`src/rtl/shifter_arb_pkg.sv`:
```
// rtl/shifter_arb_pkg.sv - shared types and helpers for the shifter round-robin arbiter
package shifter_arb_pkg;

   typedef enum logic [1:0] {
      ST_IDLE = 2'd0,
      ST_REQ  = 2'd1,
      ST_ACK  = 2'd2,
      ST_REL  = 2'd3
   } arb_state_t;

   localparam int N_MIN = 2;
   localparam int N_MAX = 16;

   function automatic int idx_w(input int n);
      return (n <= 2) ? 1 : $clog2(n);
   endfunction

   function automatic bit n_in_range(input int n);
      return (n >= N_MIN) && (n <= N_MAX);
   endfunction

endpackage

```
`src/rtl/hs_sync.sv`:
```
// rtl/hs_sync.sv - multi-stage input synchroniser with bypass when STAGES is zero
module hs_sync #(
   parameter int W      = 1,
   parameter int STAGES = 2
) (
   input  logic         clk,
   input  logic         reset,
   input  logic [W-1:0] d,
   output logic [W-1:0] q
);

   generate
      if (STAGES == 0) begin : g_bypass
         logic unused_clk_rst;
         assign unused_clk_rst = clk ^ reset;
         assign q = d;
      end else begin : g_sync
         logic [W-1:0] stg [STAGES];

         always_ff @(posedge clk or posedge reset) begin
            if (reset) begin
               for (int i = 0; i < STAGES; i++) stg[i] <= '0;
            end else begin
               stg[0] <= d;
               for (int i = 1; i < STAGES; i++) stg[i] <= stg[i-1];
            end
         end

         assign q = stg[STAGES-1];
      end
   endgenerate

endmodule

```
`src/rtl/shifter_rr_arbiter.sv`:
```
// rtl/shifter_rr_arbiter.sv - round-robin arbiter sharing one four-phase resource among N clients
module shifter_rr_arbiter
   import shifter_arb_pkg::*;
#(
   parameter int N           = 4,
   parameter int DATA_W      = 8,
   parameter int RES_W       = 8,
   parameter int SYNC_STAGES = 2
) (
   input  logic                  clk,
   input  logic                  reset,
   input  logic [N-1:0]          req_i,
   output logic [N-1:0]          ack_o,
   input  logic [N*DATA_W-1:0]   req_data_i,
   output logic [RES_W-1:0]      result_o,
   output logic                  res_req_o,
   input  logic                  res_ack_i,
   output logic [DATA_W-1:0]     res_data_o,
   input  logic [RES_W-1:0]      res_result_i,
   output logic [idx_w(N)-1:0]   sel_o,
   output logic                  busy_o,
   output logic                  proto_err_o
);

   localparam int IW = idx_w(N);

   generate
      if (!n_in_range(N)) begin : g_bad_n
         $error("shifter_rr_arbiter: N must be within 2..16");
      end
   endgenerate

   logic [N-1:0]  req_s;
   logic          res_ack_s;
   arb_state_t    state;
   logic [IW-1:0] ptr;
   logic [IW-1:0] winner;
   logic          err_seen;

   hs_sync #(.W(N), .STAGES(SYNC_STAGES)) u_req_sync (
      .clk   (clk),
      .reset (reset),
      .d     (req_i),
      .q     (req_s)
   );

   hs_sync #(.W(1), .STAGES(SYNC_STAGES)) u_ack_sync (
      .clk   (clk),
      .reset (reset),
      .d     (res_ack_i),
      .q     (res_ack_s)
   );

   // First requester found scanning cyclically from the pointer.
   function automatic logic [IW-1:0] rr_pick(input logic [N-1:0] r, input logic [IW-1:0] p);
      logic [IW-1:0] w;
      logic          found;
      int            j;
      w     = p;
      found = 1'b0;
      for (int i = 0; i < N; i++) begin
         j = (int'(p) + i) % N;
         if (!found && r[j]) begin
            w     = IW'(j);
            found = 1'b1;
         end
      end
      return w;
   endfunction

   function automatic logic [IW-1:0] next_idx(input logic [IW-1:0] s);
      return (s == IW'(N - 1)) ? '0 : s + 1'b1;
   endfunction

   assign winner = rr_pick(req_s, ptr);
   assign busy_o = (state != ST_IDLE);

   always_ff @(posedge clk or posedge reset) begin
      if (reset) begin
         state       <= ST_IDLE;
         ptr         <= '0;
         sel_o       <= '0;
         res_data_o  <= '0;
         res_req_o   <= 1'b0;
         ack_o       <= '0;
         result_o    <= '0;
         proto_err_o <= 1'b0;
         err_seen    <= 1'b0;
      end else begin
         proto_err_o <= 1'b0;
         case (state)
            ST_IDLE: begin
               if (|req_s) begin
                  sel_o      <= winner;
                  res_data_o <= req_data_i[winner*DATA_W +: DATA_W];
                  res_req_o  <= 1'b1;
                  err_seen   <= 1'b0;
                  state      <= ST_REQ;
               end
            end
            ST_REQ: begin
               // A client withdrawing early is flagged once; the resource cycle still completes.
               if (!req_s[sel_o] && !err_seen) begin
                  proto_err_o <= 1'b1;
                  err_seen    <= 1'b1;
               end
               if (res_ack_s) begin
                  result_o <= res_result_i;
                  ack_o    <= {{(N-1){1'b0}}, 1'b1} << sel_o;
                  state    <= ST_ACK;
               end
            end
            ST_ACK: begin
               if (!req_s[sel_o]) begin
                  ack_o     <= '0;
                  res_req_o <= 1'b0;
                  state     <= ST_REL;
               end
            end
            ST_REL: begin
               if (!res_ack_s) begin
                  ptr   <= next_idx(sel_o);
                  state <= ST_IDLE;
               end
            end
            default: state <= ST_IDLE;
         endcase
      end
   end

endmodule

```
`config.mk`:
```
export PLATFORM = sky130hd
export DESIGN_NAME = shifter_rr_arbiter
export DESIGN_NICKNAME = d
export VERILOG_FILES = /design/src/rtl/shifter_arb_pkg.sv /design/src/rtl/hs_sync.sv /design/src/rtl/shifter_rr_arbiter.sv
export SDC_FILE = /design/constraint.sdc
export NUM_CORES = 1
export LEC_CHECK = 0
export ABC_AREA = 1
export CAP_MARGIN = 20
export CELL_PAD_IN_SITES_DETAIL_PLACEMENT = 0
export CELL_PAD_IN_SITES_GLOBAL_PLACEMENT = 1
export CORE_MARGIN = 8
export CORE_UTILIZATION = 34
export DETAILED_ROUTE_END_ITERATION = 8
export PLACE_DENSITY = 0.87
export SETUP_SLACK_MARGIN = 0.5
export SYNTH_ARGS = -nofsm -noshare
export SYNTH_HDL_FRONTEND = slang
export SYNTH_HIERARCHICAL = 1
export SYNTH_SLANG_ARGS = --single-unit
```
`constraint.sdc`:
```
create_clock -name clk -period 2.4 [get_ports clk]
set_input_delay 0.6 -clock clk [delete_from_list [all_inputs] [get_ports clk]]
set_output_delay 0.6 -clock clk [all_outputs]
set_load 0.05 [all_outputs]
```
# Word level (Yosys, flattened, before mapping)
# Index checks and enable logic that the tools add are counted.
dict set report op_classes {
  add_sub_neg 4
  n_lt_le_gt_ge 5
  eq_ne 9
  n_shift 2
  muxes 36
  n_bitwise 4
  reduce_logical 25
}
# op n
set ops {}
lappend ops {{variable part select 32 x 6 -> 8 bit} 1}
lappend ops {{2-to-1 mux 1 bit} 17}
lappend ops {{2-to-1 mux 2 bit} 8}
lappend ops {{less-than comparator 3 x 4 -> 1 bit (second input constant)} 3}
lappend ops {{binary-select mux 1 bit (select 2 bit)} 5}
lappend ops {{AND reduction 3 bit} 3}
lappend ops {{2-to-1 mux 4 bit} 2}
lappend ops {{!= test 2 bit (second input constant)} 4}
lappend ops {{one-hot mux 2 bit (4 select lines)} 1}
lappend ops {{one-hot mux 4 bit (2 select lines)} 1}
lappend ops {{nonzero test 2 bit} 4}
lappend ops {{equality test 2 bit (second input constant)} 3}
lappend ops {{less-than comparator 2 x 3 -> 1 bit (second input constant)} 2}
lappend ops {{AND reduction 2 bit} 3}
lappend ops {{OR reduction 2 bit} 3}
lappend ops {{zero test 1 bit} 5}
lappend ops {{adder 2 x 1 -> 2 bit (second input constant)} 2}
lappend ops {{adder 2 bit (second input constant)} 2}
lappend ops {{logical AND 1 bit} 4}
lappend ops {{one-hot mux 1 bit (2 select lines)} 2}
lappend ops {{AND reduction 4 bit} 1}
lappend ops {{OR reduction 4 bit} 1}
lappend ops {{<< shifter 1 x 2 -> 4 bit (first input constant)} 1}
lappend ops {{bitwise AND 1 bit (first input constant)} 3}
lappend ops {{other kinds (4)} 4}
dict set report totals {
  reg_bits 39
  out_inout_bits 25
  word_cells 98
}

# Longest topological paths before layout
# Gate-level depths: netlist (run 1).
dict set report depth {
  ltp_word 15
  depth_mapped 18
  mapped_depth_nobuf 16
}

# Modules after synthesis
# The synthesis (run 1) kept the hierarchy.
# module n_inst cells_per_inst area_per_inst_um2
set modules_own_cells {}
lappend modules_own_cells {shifter_rr_arbiter 1 275 2078.2}
lappend modules_own_cells {{hs_sync (u_req_sync)} 1 13 234.0}
lappend modules_own_cells {{hs_sync (u_ack_sync)} 1 3 53.8}

# Least setup slack after synthesis (run 1)
# OpenSTA, ideal clock, no wires.
dict set report synth_timing {
  path_type {reg-to-reg}
  startpoint {reg ptr[0]}
  endpoint {reg res_data_o[7]}
  arrival_time_ns 1.611
  required_ns 2.282
  path_slack_ns 0.672
  path_stages_with_launch 17
  path_buffers 2
  synth_period_minus_slack_ns 1.728
  cell_sequence {dfrtp_1 inv_2 buf_6 nand2_1 nand3_1 nand2_2 nor2_8 nand2_2 nand2_4 nand2_8 buf_12 nand2_2 nand2_1 nand2_1 nand2_1 nand2_1 nand2_1}
}
dict set report synth_between {
  elab_chain_cells 13
}
# item line_no
set synth_rtl {}
lappend synth_rtl {{start: declaration} shifter_rr_arbiter.sv:36} ;# logic [IW-1:0] ptr;
lappend synth_rtl {{start signal: assignment} shifter_rr_arbiter.sv:122} ;# ptr <= next_idx(sel_o);
lappend synth_rtl {{adder 2 x 1 -> 2 bit / binary-select mux 1 bit (select 2 bit) (equally long branches)} {shifter_rr_arbiter.sv:62, shifter_rr_arbiter.sv:63}}
lappend synth_rtl {{binary-select mux 1 bit (select 2 bit) / 2-to-1 mux 1 bit (equally long branches)} shifter_rr_arbiter.sv:63} ;# if (!found && r[j]) begin
lappend synth_rtl {{2-to-1 mux 1 bit (implied by the code)} shifter_rr_arbiter.sv:63}
lappend synth_rtl {{2-to-1 mux 1 bit (implied by the code) / zero test 1 bit (equally long branches)} shifter_rr_arbiter.sv:63}
lappend synth_rtl {{logical AND 1 bit} shifter_rr_arbiter.sv:63}
lappend synth_rtl {{2-to-1 mux 1 bit} shifter_rr_arbiter.sv:63}
lappend synth_rtl {{zero test 1 bit} shifter_rr_arbiter.sv:63}
lappend synth_rtl {{logical AND 1 bit} shifter_rr_arbiter.sv:63}
lappend synth_rtl {{2-to-1 mux 1 bit} shifter_rr_arbiter.sv:63}
lappend synth_rtl {{zero test 1 bit} shifter_rr_arbiter.sv:63}
lappend synth_rtl {{logical AND 1 bit} shifter_rr_arbiter.sv:63}
lappend synth_rtl {{2-to-1 mux 2 bit *} shifter_rr_arbiter.sv:63}
lappend synth_rtl {{variable part select 32 x 6 -> 8 bit *} shifter_rr_arbiter.sv:95} ;# res_data_o <= req_data_i[winner*DATA_W +: DATA_W];
lappend synth_rtl {{end signal: assignment} shifter_rr_arbiter.sv:95}
lappend synth_rtl {{end: declaration} shifter_rr_arbiter.sv:18} ;# output logic [DATA_W-1:0] res_data_o,
# Every way passes the cells marked *; elsewhere a longest branch is shown, timed or not. The select of a mux whose other input is x is not followed.
# A chain may end at the register's enable or synchronous reset.

# Worst setup path in the final report (run 1)
# Same ends and word-level chain as after synthesis.

==> summary.md, run 1 <==
| Metric | Value |
|---|---|
| Status | finished, final reports clean |
| Area of the core | 6760 sq um |
| GR Util All Layers | 12.6% |
| CTS Hold Bufs | 0 |
| Antenna violations before repair | 0 |
| Critical path fanouts, max | 12 |
| Die width | 99.4 um |
| HP Start | u_req_sync/g_sync.stg[4] |
| Slowest library cell on the worst path | dfrtp_2 |
| Overflow after GRT | 0 |
| Critical Path AT | 2.05 ns |
| Slew Viols, Final | 0 |
| Synthesis Warnings | 6 |
| Max-Slew Margin vs Limit | 64.5% |
| CTS max path bufs | 2 |
| Clock-pin slew on the worst setup and hold paths | 0.08 ns |
| TritonRoute pass-1 iters | 4 |
| Final core utilization | 49.4% |
| First-pass GRT wire length | 10100 um |
| DRC viols | 0 |
| Cell Area, Synth | 2370 sq um |
| Seq/Total Area, Yosys | 41.2% |
| IO buf count | 71 |
| Final min period | 1.86 ns |
| Endpoint type of the worst setup path | flip-flop |
| Syn-to-layout area delta | 41.0% |
| Vias/cell | 4.60 |
| Average cell area after synthesis | 8.13 sq um |
| Clock latency on the worst-skew pair | 0.29 ns |
| CP peak stage delay | 0.46 ns |
| Layout Nets | 436 |
| Wire length per cell | 13.4 um |
| Final setup TNS | 0 ns |
| Max Clk Rate | 537 MHz |
| Power Total | 0.00514 W |
| R2R Setup Slk | 0.54 ns |
| Antenna viol nets, final | 0 |
| Largest net degree at the start of global routing | 18 |
| WS Path Type | flip-flop to flip-flop |
| Vias | 2120 |
| Clock Tree Root | clkbuf_8 |
| WL final | 6190 um |
| Vias in the first global route | 2174 |
| Starting DRT DRC Count | 52 |
| Synthesized net count | 347 |
| Final hold vios | 0 |
| H-tree levels | 2 |
| Worst setup path startpoint | ptr[0] |
| Post-Syn Instances | 291 |
| Share of layout cells above drive strength 1 | 22.6% |
| Crit path max-delay family | simple AND/OR/NAND/NOR gates |
| Lkg Pwr | 1.70 nW |
| Detailed placement HPWL | 4720 um |
| Final setup fails | 0 |
| Crit-path cells | buf_6, nand2_1, nand2_2, nand2_1, nand2_2, nor2_8, nand3_4, buf_4, nand3_1, nand2_1, nand2_1, nand2_1, nand2_1, nand2_1 |
| Post-synthesis register bit count | 39 |
| Worst-case vdd ir drop | 0.718 mV |
| HP Class | flip-flop to flip-flop |
| Die ar. | 9880 sq um |
| Final Wtd Congestion | 0.783 |
| Cell Pwr Density | 1540 nW/um^2 |
| Initial core utilization | 35.0% |
| CP startpoint kind | flip-flop |
| Worst Clk Skew | 0.00611 ns |
| Row cnt | 30 |
| Antenna cell count | 0 |
| Final period util | 77.5% |
| Num CTS Buffers | 5 |
| I/O pins | 72 |
| Chip height | 99.4 um |
| CTS tree | built |
| Max Cap Viol | 0 |
| Most used cell, CP | nand2_1 |
| Clock sink count | 39 |
| Worst EP required | 2.59 ns |
| Least-Margin Pin Slew | 0.535 ns |
| CP bufs+invs | 2 |
| Netlist cell types | 28 |
| RSZ-0062 raised after global routing | true |
| Worst flop-to-flop path startpoint | ptr[0] |
==> power by group <==
| part | internal, W | switching, W | total, W |
|---|---|---|---|
| registers | 0.000907 | 0.000181 | 0.00109 |
| logic | 0.00126 | 0.00231 | 0.00358 |
| clock network | 0.000235 | 0.000238 | 0.000473 |
==> sequential cells by signal, summed over array words and instances (netlist names) <==
signal / cells
proto_err_o: 1
u_req_sync/g_sync.stg: 4
state: 2
ptr: 2
u_req_sync/q: 4
res_data_o: 8
result_o: 8
err_seen: 1
sel_o: 2
u_ack_sync/g_sync.stg: 1
ack_o: 4
res_req_o: 1
u_ack_sync/q: 1
==> Yosys cell counts <==
library cell    n  area (sq um)
nor2_8          2          40.0
nand2_2        23           144
buf_6           4          45.0
a21oi_1         4          20.0
ha_1            9           113
o21ai_0        11          55.1
nand4_1         1          6.26
mux2_2          8          90.1
buf_4           5          37.5
nand3_2         1          10.0
nand2_1       118           443
nand3_4         1          17.5
o31ai_1         1          7.51
inv_2           1          3.75
nand2_8         2          40.0
dfrtp_1        39           976
nor2_1          3          11.3
nand2_4         2          22.5
inv_1          18          67.6
nor3_1          1          5.00
buf_12          1          20.0
nand3_1        28           140
o211ai_1        2          15.0
buf_2           1          5.00
clkinv_1        1          3.75
nor4_1          1          6.26
a22o_1          1          8.76
inv_4           2          12.5
==> cells in the final DEF (no fill, tap or decap) <==
cell type and n:
nand2_2 26, clkinvlp_4 3, a22o_1 1, buf_6 2, dfrtp_2 2, clkinv_4 1
mux2_2 8, clkbuf_2 2, nor3_1 1, buf_12 1, dfrtp_1 37, a21oi_1 4
nor2_8 2, nor4_1 1, nand3_1 27, nand2_8 2, clkdlybuf4s50_1 46, nor2_1 3
nand4_1 1, buf_4 19, o211ai_1 2, o31ai_1 1, inv_1 15, nand2_1 115
ha_2 1, clkbuf_8 6, dlygate4sd2_1 22, nand3_2 2, nand3_4 1, inv_2 3
nand2_4 2, o21ai_0 11, ha_1 8, inv_4 3
==> final timing paths <==
check | endpoint | cells past startpoint
setup / recovery | res_data_o[7] | 14
hold / removal | u_req_sync/q[0] | 0
setup reg to reg | res_data_o[7] | 14
hold reg to reg | u_req_sync/q[0] | 0
max in group asynchronous | res_data_o[4] | 3
min in group asynchronous | u_ack_sync/g_sync.stg[1] | 2
==> timing repair <==
item | 4_1_cts | 5_1_grt
cloned | 0 | 2
pin swaps | 1 | 0
gates resized for setup | 28 | 15
setup endpoints to repair | 33 | 12
buffers inserted | 5 | 11
==> routing by layer <==
metal,global-route usage (%),vias up,wire (um)
li1,-,1095,-
met1,13.7,981,2440
met3,4.61,5,381
met4,3.14,0,45
met5,0,-,0
met2,22.4,39,3320
==> cells by family (layout without fill, tap and decap cells) <==
group | count (synthesis) | count (layout) | synth area share, %
compound gates | 19 | 19 | 4.49
fa+ha+maj | 9 | 9 | 4.76
buf+inv | 33 | 123 | 8.25
flops | 39 | 39 | 41.2
mux | 8 | 8 | 3.81
simple gates | 183 | 183 | 37.4
==> stage by stage <==
stage | hold WS (ns) | setup slack (ns) | cells | cell area [sq um]
2_1_floorplan | 0.331 | 0.672 | 291 | 2370
6_report | 0.353 | 0.539 | 461 | 3340
4_1_cts | 0.357 | 0.399 | 448 | 3220
5_1_grt | 0.376 | 0.372 | 461 | 3340
3_3_place_gp | 0.333 | 0.428 | 435 | 3100
3_5_place_dp | 0.335 | 0.364 | 435 | 3100
==> final cells by class <==
cell class              count  area, sq um
clock buffers               6         82.6
clock inverters             2         16.3
fillers                   681         3420
inverters                  22         93.8
multi-input cells         219         1210
flip-flops and latches     39          978
well taps                  80          100
repair buffers             92          848
repair inverters            1         7.51
(Power assumes the default switching activity.)
==> inputs of run 2 (changes only) <==
clock period = 1.8 ns   (was 2.4 ns; I/O delays follow)
==> summary.md, run 2 (same netlist as run 1, synthesis figures left out) <==
| Metric | Value |
|---|---|
| Chip height | 99.4 um |
| Violated checks | setup timing |
| Combinational share of power | 76.0% |
| Least-Margin Pin Slew | 0.380 ns |
| Critical path fanouts, max | 8 |
| Final period util | 102% |
| Share of layout cells above drive strength 1 | 44.7% |
| Max-Slew Margin vs Limit | 74.7% |
| Die ar. | 9880 sq um |
| Leading cell type in the layout, fill and taps excluded | nand2_1 |
| Seq pwr share | 17.5% |
| Vias | 2300 |
| Vias in the first global route | 2303 |
| Detailed placement HPWL | 4620 um |
| DRC viols | 0 |
| Worst Clk Skew | 0.0137 ns |
| I/O pins | 72 |
| Wire length per cell | 14.4 um |
| WS Path Type | flip-flop to flip-flop |
| Largest net degree at the start of global routing | 30 |
| Final Wtd Congestion | 0.810 |
| Max Cap Viol | 0 |
| Status | finished, violations left |
| Num CTS Buffers | 5 |
| Lkg Pwr | 2.01 nW |
| Antenna cell count | 0 |
| Min setup slack post-route | -0.0324 ns |
| CTS tree | built |
| CTS max path bufs | 2 |
| Worst EP required | 1.98 ns |
| Internal power | 0.00440 W |
| Net Sw Frac | 49.7% |
| Clock power share | 6.5% |
| Clock-pin slew on the worst setup and hold paths | 0.07 ns |
| Biggest regs | res_data_o x8, result_o x8 |
| CTS Hold Bufs | 0 |
| Worst-case vdd ir drop | 1.30 mV |
| Final setup TNS | -0.168 ns |
| Clock Tree Root | clkbuf_8 |
| First-pass GRT wire length | 10800 um |
| Endpoint type of the worst setup path | flip-flop |
| WL final | 7210 um |
| HP Class | flip-flop to flip-flop |
| Most frequent cells in the layout | nand2_1 (100), clkdlybuf4s50_1 (46), buf_4 (42) |
| FILL cells | 563 |
| Row cnt | 30 |
| IO buf count | 71 |
| Final core utilization | 60.3% |
| Overflow after GRT | 0 |
| H-tree levels | 2 |
| CP startpoint kind | flip-flop |
| Area of the core | 6760 sq um |
| Clock sink count | 39 |
| R2R cell count | 17 |
| Final setup fails | 8 |
| Worst hold path cell count | 0 |
| Slew Viols, Final | 0 |
| Die width | 99.4 um |
| Final hold vios | 0 |
| Vias/cell | 4.59 |
| Clock latency on the worst-skew pair | 0.30 ns |
| RSZ-0062 raised after global routing | true |
| GR Util All Layers | 13.3% |
| Starting DRT DRC Count | 62 |
| Cell Pwr Density | 2150 nW/um^2 |
| Psw | 0.00435 W |
| Initial core utilization | 35.0% |
| Critical Path AT | 2.02 ns |
| Syn-to-layout area delta | 72.1% |
| Antenna viol nets, final | 0 |
| Antenna violations before repair | 0 |
| Layout Nets | 476 |
| TritonRoute pass-1 iters | 4 |
| Max Clk Rate | 546 MHz |
| Final min period | 1.83 ns |
## run 2: worst max-delay path, stage by stage, from the launching register on
cell and delay [ns]:
dfrtp_2 0.45, inv_4 0.10, buf_6 0.12, nand2_2 0.04, nand2_1 0.06, nand2_1 0.06
nand2_2 0.12, nand2_1 0.10, nand2_4 0.09, nand2_4 0.06, nand2_2 0.08, nand2_4 0.08
nand2_8 0.11, inv_8 0.05, nand2_1 0.06, nand2_1 0.06, nand2_1 0.05, nand2_1 0.05
## run 2: power groups by stage
stage	logic [W]	registers [W]	clock network (W)
final	0.00666	0.00153	0.000568
after detailed placement	0.00490	0.00147	0
after CTS	0.00589	0.00151	0.000579
after floorplan	0.00279	0.00229	0
after global routing	0.00726	0.00156	0.000618
after global placement	0.00484	0.00147	0
## run 2: area by class of cell
class	count	area (sq um)	area share, %
Clock buffer	6	72.6	1.78
Inverter	22	110	2.70
Timing Repair Buffer	131	1300	31.9
Multi-Input combinational cell	221	1490	36.7
Clock inverter	2	12.5	0.307
Sequential cell	39	985	24.2
Tap cell	80	100	2.46
## run 2: timing repair
item                       4_1_cts  5_1_grt
pin swaps                       11       13
gates resized for setup         63       51
buffers inserted                19       24
setup endpoints to repair       51       53
gates cloned                     2        0
## run 2: final timing paths
| check | slack, ns | end | startpoint |
|---|---|---|---|
| setup / recovery | -0.03 | res_data_o[7] | ptr[0] |
| min in group asynchronous | 0.38 | u_ack_sync/g_sync.stg[1] | reset |
| setup reg to reg | -0.03 | res_data_o[7] | ptr[0] |
| max in group asynchronous | 0.89 | ptr[1] | reset |
| hold reg to reg | 0.35 | u_req_sync/q[0] | u_req_sync/g_sync.stg[4] |
| hold / removal | 0.35 | u_req_sync/q[0] | u_req_sync/g_sync.stg[4] |
## run 2: metal layers
| metal | vias to the layer above | global-route usage [%] | routed length (um) |
|---|---|---|---|
| li1 | 1183 | - | - |
| met1 | 1036 | 16.7 | 3270 |
| met2 | 74 | 21.3 | 3440 |
| met3 | 7 | 4.33 | 437 |
| met4 | 0 | 3.73 | 57 |
| met5 | - | 0 | 0 |
## run 2: per-stage QoR
step	cell area [sq um]	hold slack (ns)	instances	total power (W)	setup WS, ns
detailed placement	3210	0.336	448	0.00637	-0.0451
finish	4070	0.350	501	0.00876	-0.0324
floorplan	2400	0.191	291	0.00508	0.0865
global route	4070	0.371	501	0.00944	-0.192
CTS	3700	0.355	477	0.00797	-0.0114
global placement	3210	0.335	448	0.00631	-0.0265
